==> src/rtl/fetch_unit_if.sv <==
// fetch_unit_if: instruction-memory read channel between fetch_unit (master) and memory (slave)
//   imem_req    master -> slave  read request, held until imem_ack
//   imem_addr   master -> slave  word-aligned read address
//   imem_ack    slave -> master  one-cycle pulse, imem_rdata valid in that cycle
//   imem_rdata  slave -> master  fetched instruction word
interface fetch_unit_if;
   logic        imem_req;
   logic [31:0] imem_addr;
   logic        imem_ack;
   logic [31:0] imem_rdata;
   modport master (output imem_req, imem_addr, input imem_ack, imem_rdata);
   modport slave (input imem_req, imem_addr, output imem_ack, imem_rdata);
endinterface

==> src/rtl/fetch_unit.sv <==
// fetch_unit: single-outstanding instruction fetch with a one-entry skid buffer and branch redirect
//   clk, rst            clock; asynchronous active-low reset
//   freeze              decode-side hazard, holds the delivered instruction
//   branch_taken/addr   redirect request and its word-aligned target
//   imem                instruction-memory read channel (master side)
//   PC, instruction     delivered word and its fetch address + 4 (instruction 0 when invalid)
//   valid               PC/instruction hold a real fetched instruction
module fetch_unit (
   input  logic         clk,
   input  logic         rst,
   input  logic         freeze,
   input  logic         branch_taken,
   input  logic [31:0]  branch_addr,
   fetch_unit_if.master imem,
   output logic [31:0]  PC,
   output logic [31:0]  instruction,
   output logic         valid
);
   localparam logic [1:0] IDLE    = 2'd0;
   localparam logic [1:0] FETCH   = 2'd1;
   localparam logic [1:0] DISCARD = 2'd2;
   logic [1:0]  state_q, state_d;
   logic [31:0] pc_q, pc_d, req_addr_q, req_addr_d;
   logic        valid_q, valid_d, skid_v_q, skid_v_d;
   logic [31:0] instr_q, instr_d, out_pc_q, out_pc_d;
   logic [31:0] skid_instr_q, skid_instr_d, skid_pc_q, skid_pc_d;
   logic        take, drain, direct;
   logic [31:0] seq_addr;
   // only FETCH accepts a word; an ack in DISCARD or IDLE is dropped
   assign take     = state_q == FETCH && imem.imem_ack;
   assign drain    = !freeze && skid_v_q;
   assign direct   = take && (!freeze || !valid_q) && !skid_v_q;
   assign seq_addr = req_addr_q + 32'd4;
   always_comb begin
      state_d      = state_q;
      pc_d         = pc_q;
      req_addr_d   = req_addr_q;
      valid_d      = valid_q;
      instr_d      = instr_q;
      out_pc_d     = out_pc_q;
      skid_v_d     = skid_v_q;
      skid_instr_d = skid_instr_q;
      skid_pc_d    = skid_pc_q;
      if (direct) begin
         valid_d  = 1'b1;
         instr_d  = imem.imem_rdata;
         out_pc_d = seq_addr;
      end else if (drain) begin
         valid_d  = 1'b1;
         instr_d  = skid_instr_q;
         out_pc_d = skid_pc_q;
         skid_v_d = 1'b0;
      end else if (!freeze) begin
         valid_d = 1'b0;
         instr_d = '0;
      end
      // a word that cannot go straight to the output parks in the skid (possibly refilling it as it drains)
      if (take && !direct) begin
         skid_v_d     = 1'b1;
         skid_instr_d = imem.imem_rdata;
         skid_pc_d    = seq_addr;
      end
      case (state_q)
         IDLE: if (!skid_v_q) begin
            state_d    = FETCH;
            req_addr_d = pc_q;
         end
         FETCH: if (take) begin
            pc_d       = pc_q + 32'd4;
            req_addr_d = pc_q + 32'd4;
            state_d    = skid_v_d ? IDLE : FETCH;
         end
         DISCARD: if (imem.imem_ack) begin
            state_d    = FETCH;
            req_addr_d = pc_q;
         end
         default: state_d = IDLE;
      endcase
      // redirect wins over everything; an unacked request must still complete, so it is waited out in DISCARD
      if (branch_taken) begin
         valid_d    = 1'b0;
         instr_d    = '0;
         skid_v_d   = 1'b0;
         pc_d       = branch_addr;
         state_d    = (state_q != IDLE && !imem.imem_ack) ? DISCARD : FETCH;
         req_addr_d = (state_d == FETCH) ? branch_addr : req_addr_q;
      end
   end
   always_ff @(posedge clk or negedge rst)
      if (!rst) begin
         state_q      <= IDLE;
         pc_q         <= '0;
         req_addr_q   <= '0;
         valid_q      <= 1'b0;
         instr_q      <= '0;
         out_pc_q     <= '0;
         skid_v_q     <= 1'b0;
         skid_instr_q <= '0;
         skid_pc_q    <= '0;
      end else begin
         state_q      <= state_d;
         pc_q         <= pc_d;
         req_addr_q   <= req_addr_d;
         valid_q      <= valid_d;
         instr_q      <= instr_d;
         out_pc_q     <= out_pc_d;
         skid_v_q     <= skid_v_d;
         skid_instr_q <= skid_instr_d;
         skid_pc_q    <= skid_pc_d;
      end
   assign imem.imem_req  = state_q != IDLE;
   assign imem.imem_addr = req_addr_q;
   assign PC             = out_pc_q;
   assign instruction    = instr_q;
   assign valid          = valid_q;
endmodule

==> src/flat_wrapper.sv <==
// flat-port wrapper written by rule: the top's interface ports become plain ports
module fetch_unit_flat 
  (clk, rst, freeze, branch_taken, branch_addr, PC, instruction, valid, imem_imem_req, imem_imem_addr, imem_imem_ack, imem_imem_rdata);
  fetch_unit_if imem_i ();
  input  logic clk;
  input  logic rst;
  input  logic freeze;
  input  logic branch_taken;
  input  logic [31:0] branch_addr;
  output logic [31:0] PC;
  output logic [31:0] instruction;
  output logic valid;
  output wire logic [$bits(imem_i.imem_req)-1:0] imem_imem_req;
  output wire logic [$bits(imem_i.imem_addr)-1:0] imem_imem_addr;
  input wire logic [$bits(imem_i.imem_ack)-1:0] imem_imem_ack;
  input wire logic [$bits(imem_i.imem_rdata)-1:0] imem_imem_rdata;
  assign imem_imem_req = imem_i.imem_req;
  assign imem_imem_addr = imem_i.imem_addr;
  assign imem_i.imem_ack = imem_imem_ack;
  assign imem_i.imem_rdata = imem_imem_rdata;
  fetch_unit u_core (.clk(clk), .rst(rst), .freeze(freeze), .branch_taken(branch_taken), .branch_addr(branch_addr), .imem(imem_i), .PC(PC), .instruction(instruction), .valid(valid));
endmodule
==> config.mk <==
export PLATFORM = sky130hd
export DESIGN_NAME = fetch_unit_flat
export DESIGN_NICKNAME = d
export VERILOG_FILES = /design/src/rtl/fetch_unit_if.sv /design/src/rtl/fetch_unit.sv /design/src/flat_wrapper.sv
export SDC_FILE = /design/constraint.sdc
export NUM_CORES = 1
export LEC_CHECK = 0
export CORE_MARGIN = 2
export CORE_UTILIZATION = 48
export DETAILED_ROUTE_END_ITERATION = 8
export PLACE_DENSITY = 0.82
export SETUP_SLACK_MARGIN = 0.5
export SYNTH_ARGS = -nofsm -noshare
export SYNTH_HDL_FRONTEND = slang
export SYNTH_SLANG_ARGS = --single-unit
==> constraint.sdc <==
create_clock -name clk -period 2 [get_ports clk]
set_input_delay 0.2 -clock clk [delete_from_list [all_inputs] [get_ports clk]]
set_output_delay 0.2 -clock clk [all_outputs]
set_load 0.02 [all_outputs]
==> reports/summary.txt <==
outcome: finished with violations
violated checks: DRC, setup timing
fin util: 85.6%
Inst Count DP: 1513
CP startpoint kind: flop
syn avg cell area: 9.22 sq um
CP arrival: 2.91 ns
Post-DP Area: 0.0125 sq mm
RSZ-0062 raised after global routing: yes
GRT busiest layer: met2
I/O pin count: 167
Max clock buf depth: 2
drt wl/cell: 33.2 um
R2R setup slack: -0.57 ns
I/O Buffers: 166
Main synth FF type: dfrtp_1
Post-synth EDFFs: 0
Die Span Y: 147 um
GRT met1 Usage: 47.6%
CTS tree: yes
Yosys cell types: 60
dpl hpwl: 20200 um
Via density: 7.31
Final Cell Area: 0.0172 sq mm
layout cells sized above 1: 44.3%
asr flop ratio synth: 100%
Pwr Total: 0.0238 W
global-route wire length before repair: 63900 um
Total Routing Usage GR: 38.7%
fraction of the yosys area taken by sequential cells: 50.1%
Crit Path Max Fanout: 4
met3 usage: 11.2%
largest net degree at the start of global routing: 50
CTS root buffer: clkbuf_16
leading cell type in the layout, fill and taps excluded: dfrtp_1
Slew Viols, Final: 0
Crit Path Class: reg -> reg
power density over the cells: 1380 mW/mm^2
core area: 0.0201 sq mm
Clock Latency Late Sink: 0.48 ns
final setup vio count: 158
vias: 12200
most frequent cells in the layout: dfrtp_1 (172), nand2_1 (127), buf_4 (102)
Reg clk slew, reported paths: 0.08 ns
Max Cap Viol: 0
Non-Filler Instances: 1666
antenna violations before repair: 1
worst slew pin tran: 0.942 ns
Overflow after GRT: 0
vias in the first global route: 10900
worst hold path class: in -> reg
WL final: 55300 um
fin crit share: 128%
Max Fclk: 0.390 GHz
clk sink count: 196
Num CTS Buffers: 17
area of the mapped netlist: 0.00978 sq mm
required time of the critical path: 2.34 ns
Seq cells post-synth: 196
Site Rows: 52
clk_skew: 0.0138 ns
layout net count: 1458
syn nets: 1136
Initial Util: 48.7%
met2 Track Usage GR: 60.4%
final hold viol count: 0
final antenna diode count: 0
leakage: 8.20 nW
H-tree levels: 4
Slew headroom: 37.2%
GP Congestion: 0.949
ANT nets after route: 0
post-route setup slack: -0.566 ns
Die W: 147 um
Area Overhead vs Synth: 75.9%
DRT iter0 DRCs: 2191
Setup crit end kind: flop
Post-Syn Instances: 1061
Max VDD drop: 0.873 mV
post-layout min period: 2.57 ns
DR DRC count: 12
Pre-antenna DRT Iters: 9
yosys warns: 0
Die ar.: 0.0215 sq mm
-- cell type report --
type	instances	area, sq um
multi-input combinational	772	6680
sequential	196	4930
timing repair buffer	380	4590
fill	684	2900
clock buffer	17	425
tap	270	338
clock inverter	15	184
inverter	16	60.1
-- power by group --
| part | internal, W | total, W | switching [W] |
|---|---|---|---|
| clock | 0.00170 | 0.00369 | 0.00199 |
| sequential | 0.00541 | 0.00748 | 0.00207 |
| combinational | 0.00560 | 0.0126 | 0.00705 |
-- registers in the layout (all words and copies together), names as in the netlist --
signal / flops
u_core.skid_v_q: 1
u_core.instruction: 32
u_core.imem.imem_addr: 32
u_core.skid_pc_q: 32
u_core.PC: 32
u_core.state_q: 2
u_core.valid: 1
u_core.pc_q: 32
u_core.skid_instr_q: 32
-- worst max-delay path, cell delays in order, from the launching register on --
cell and delay [ns]:
dfrtp_2 0.43, inv_2 0.08, ha_4 0.17, nor2b_1 0.14, buf_4 0.16, buf_4 0.13
nor3_1 0.68, nor2_2 0.21, buf_6 0.19, o22ai_1 0.17, a31oi_1 0.08
-- worst paths after layout --
path	startpoint	endpoint	depth (start not counted)
setup reg to reg	u_core.state_q[0]	u_core.imem.imem_addr[30]	10
setup / recovery	u_core.state_q[0]	u_core.imem.imem_addr[30]	10
hold / removal	branch_taken	u_core.pc_q[9]	2
max in group asynchronous	rst	u_core.imem.imem_addr[6]	3
min in group asynchronous	rst	u_core.pc_q[19]	2
hold reg to reg	u_core.skid_pc_q[28]	u_core.PC[28]	2
-- metrics by stage --
stage	hold WS, ns	TNS, ns	setup WS [ns]
4_1_cts	0.140	0	0.0508
5_1_grt	0.176	-37.06	-0.500
3_5_place_dp	0.193	-0.468	-0.245
2_1_floorplan	-0.0956	0	0.100
6_report	0.162	-33.83	-0.566
3_3_place_gp	0.193	-0.200	-0.183
-- cells in the mapped netlist, types with 4 or more instances --
master | number | area share, %
and3_1 | 10 | 0.64
nand3_1 | 34 | 1.7
o21ai_0 | 58 | 3.0
a211oi_1 | 6 | 0.46
mux2_2 | 11 | 1.3
nand2_1 | 208 | 8.0
nor2b_1 | 7 | 0.45
buf_1 | 5 | 0.19
o21ai_1 | 7 | 0.36
buf_2 | 4 | 0.20
and4_1 | 5 | 0.45
mux2i_1 | 8 | 0.82
o221ai_1 | 11 | 0.98
ha_1 | 6 | 0.77
clkbuf_1 | 60 | 2.3
a221oi_1 | 33 | 3.0
xor2_1 | 49 | 4.4
dfrtp_1 | 196 | 50
o31ai_1 | 8 | 0.61
nor3_1 | 45 | 2.3
a22oi_1 | 17 | 1.3
a21oi_1 | 42 | 2.1
nand4_1 | 24 | 1.5
nor4_1 | 13 | 0.83
xnor2_1 | 29 | 2.6
buf_4 | 4 | 0.31
inv_1 | 15 | 0.58
nor2_1 | 94 | 3.6
and2_1 | 4 | 0.26
a21o_1 | 5 | 0.38
-- metal layers --
| metal | share of wire [%] | wire length [um] |
|---|---|---|
| met3 | 15 | 8420 |
| met4 | 10 | 5570 |
| met5 | 0.13 | 71 |
| met1 | 33 | 18000 |
| met2 | 42 | 23200 |
-- what timing repair did --
action / CTS / global route
buffers inserted: 55 / 33
cloned: 25 / 7
hold buffers: 1 / 0
pin swaps: 121 / 90
endpoints found under the setup margin: 292 / 292
gates resized for setup: 265 / 408
endpoints found under the hold margin: 45 / 0
-- cell families after synthesis --
group	after synthesis	share of synthesized area (%)
compound gates	207	14.0
xor+xnor	78	6.98
fa+ha+maj	6	0.767
buf+inv	93	4.16
flops	196	50.1
mux	19	2.08
simple gates	462	21.8
No activity file was read; power rests on OpenSTA's default activity.
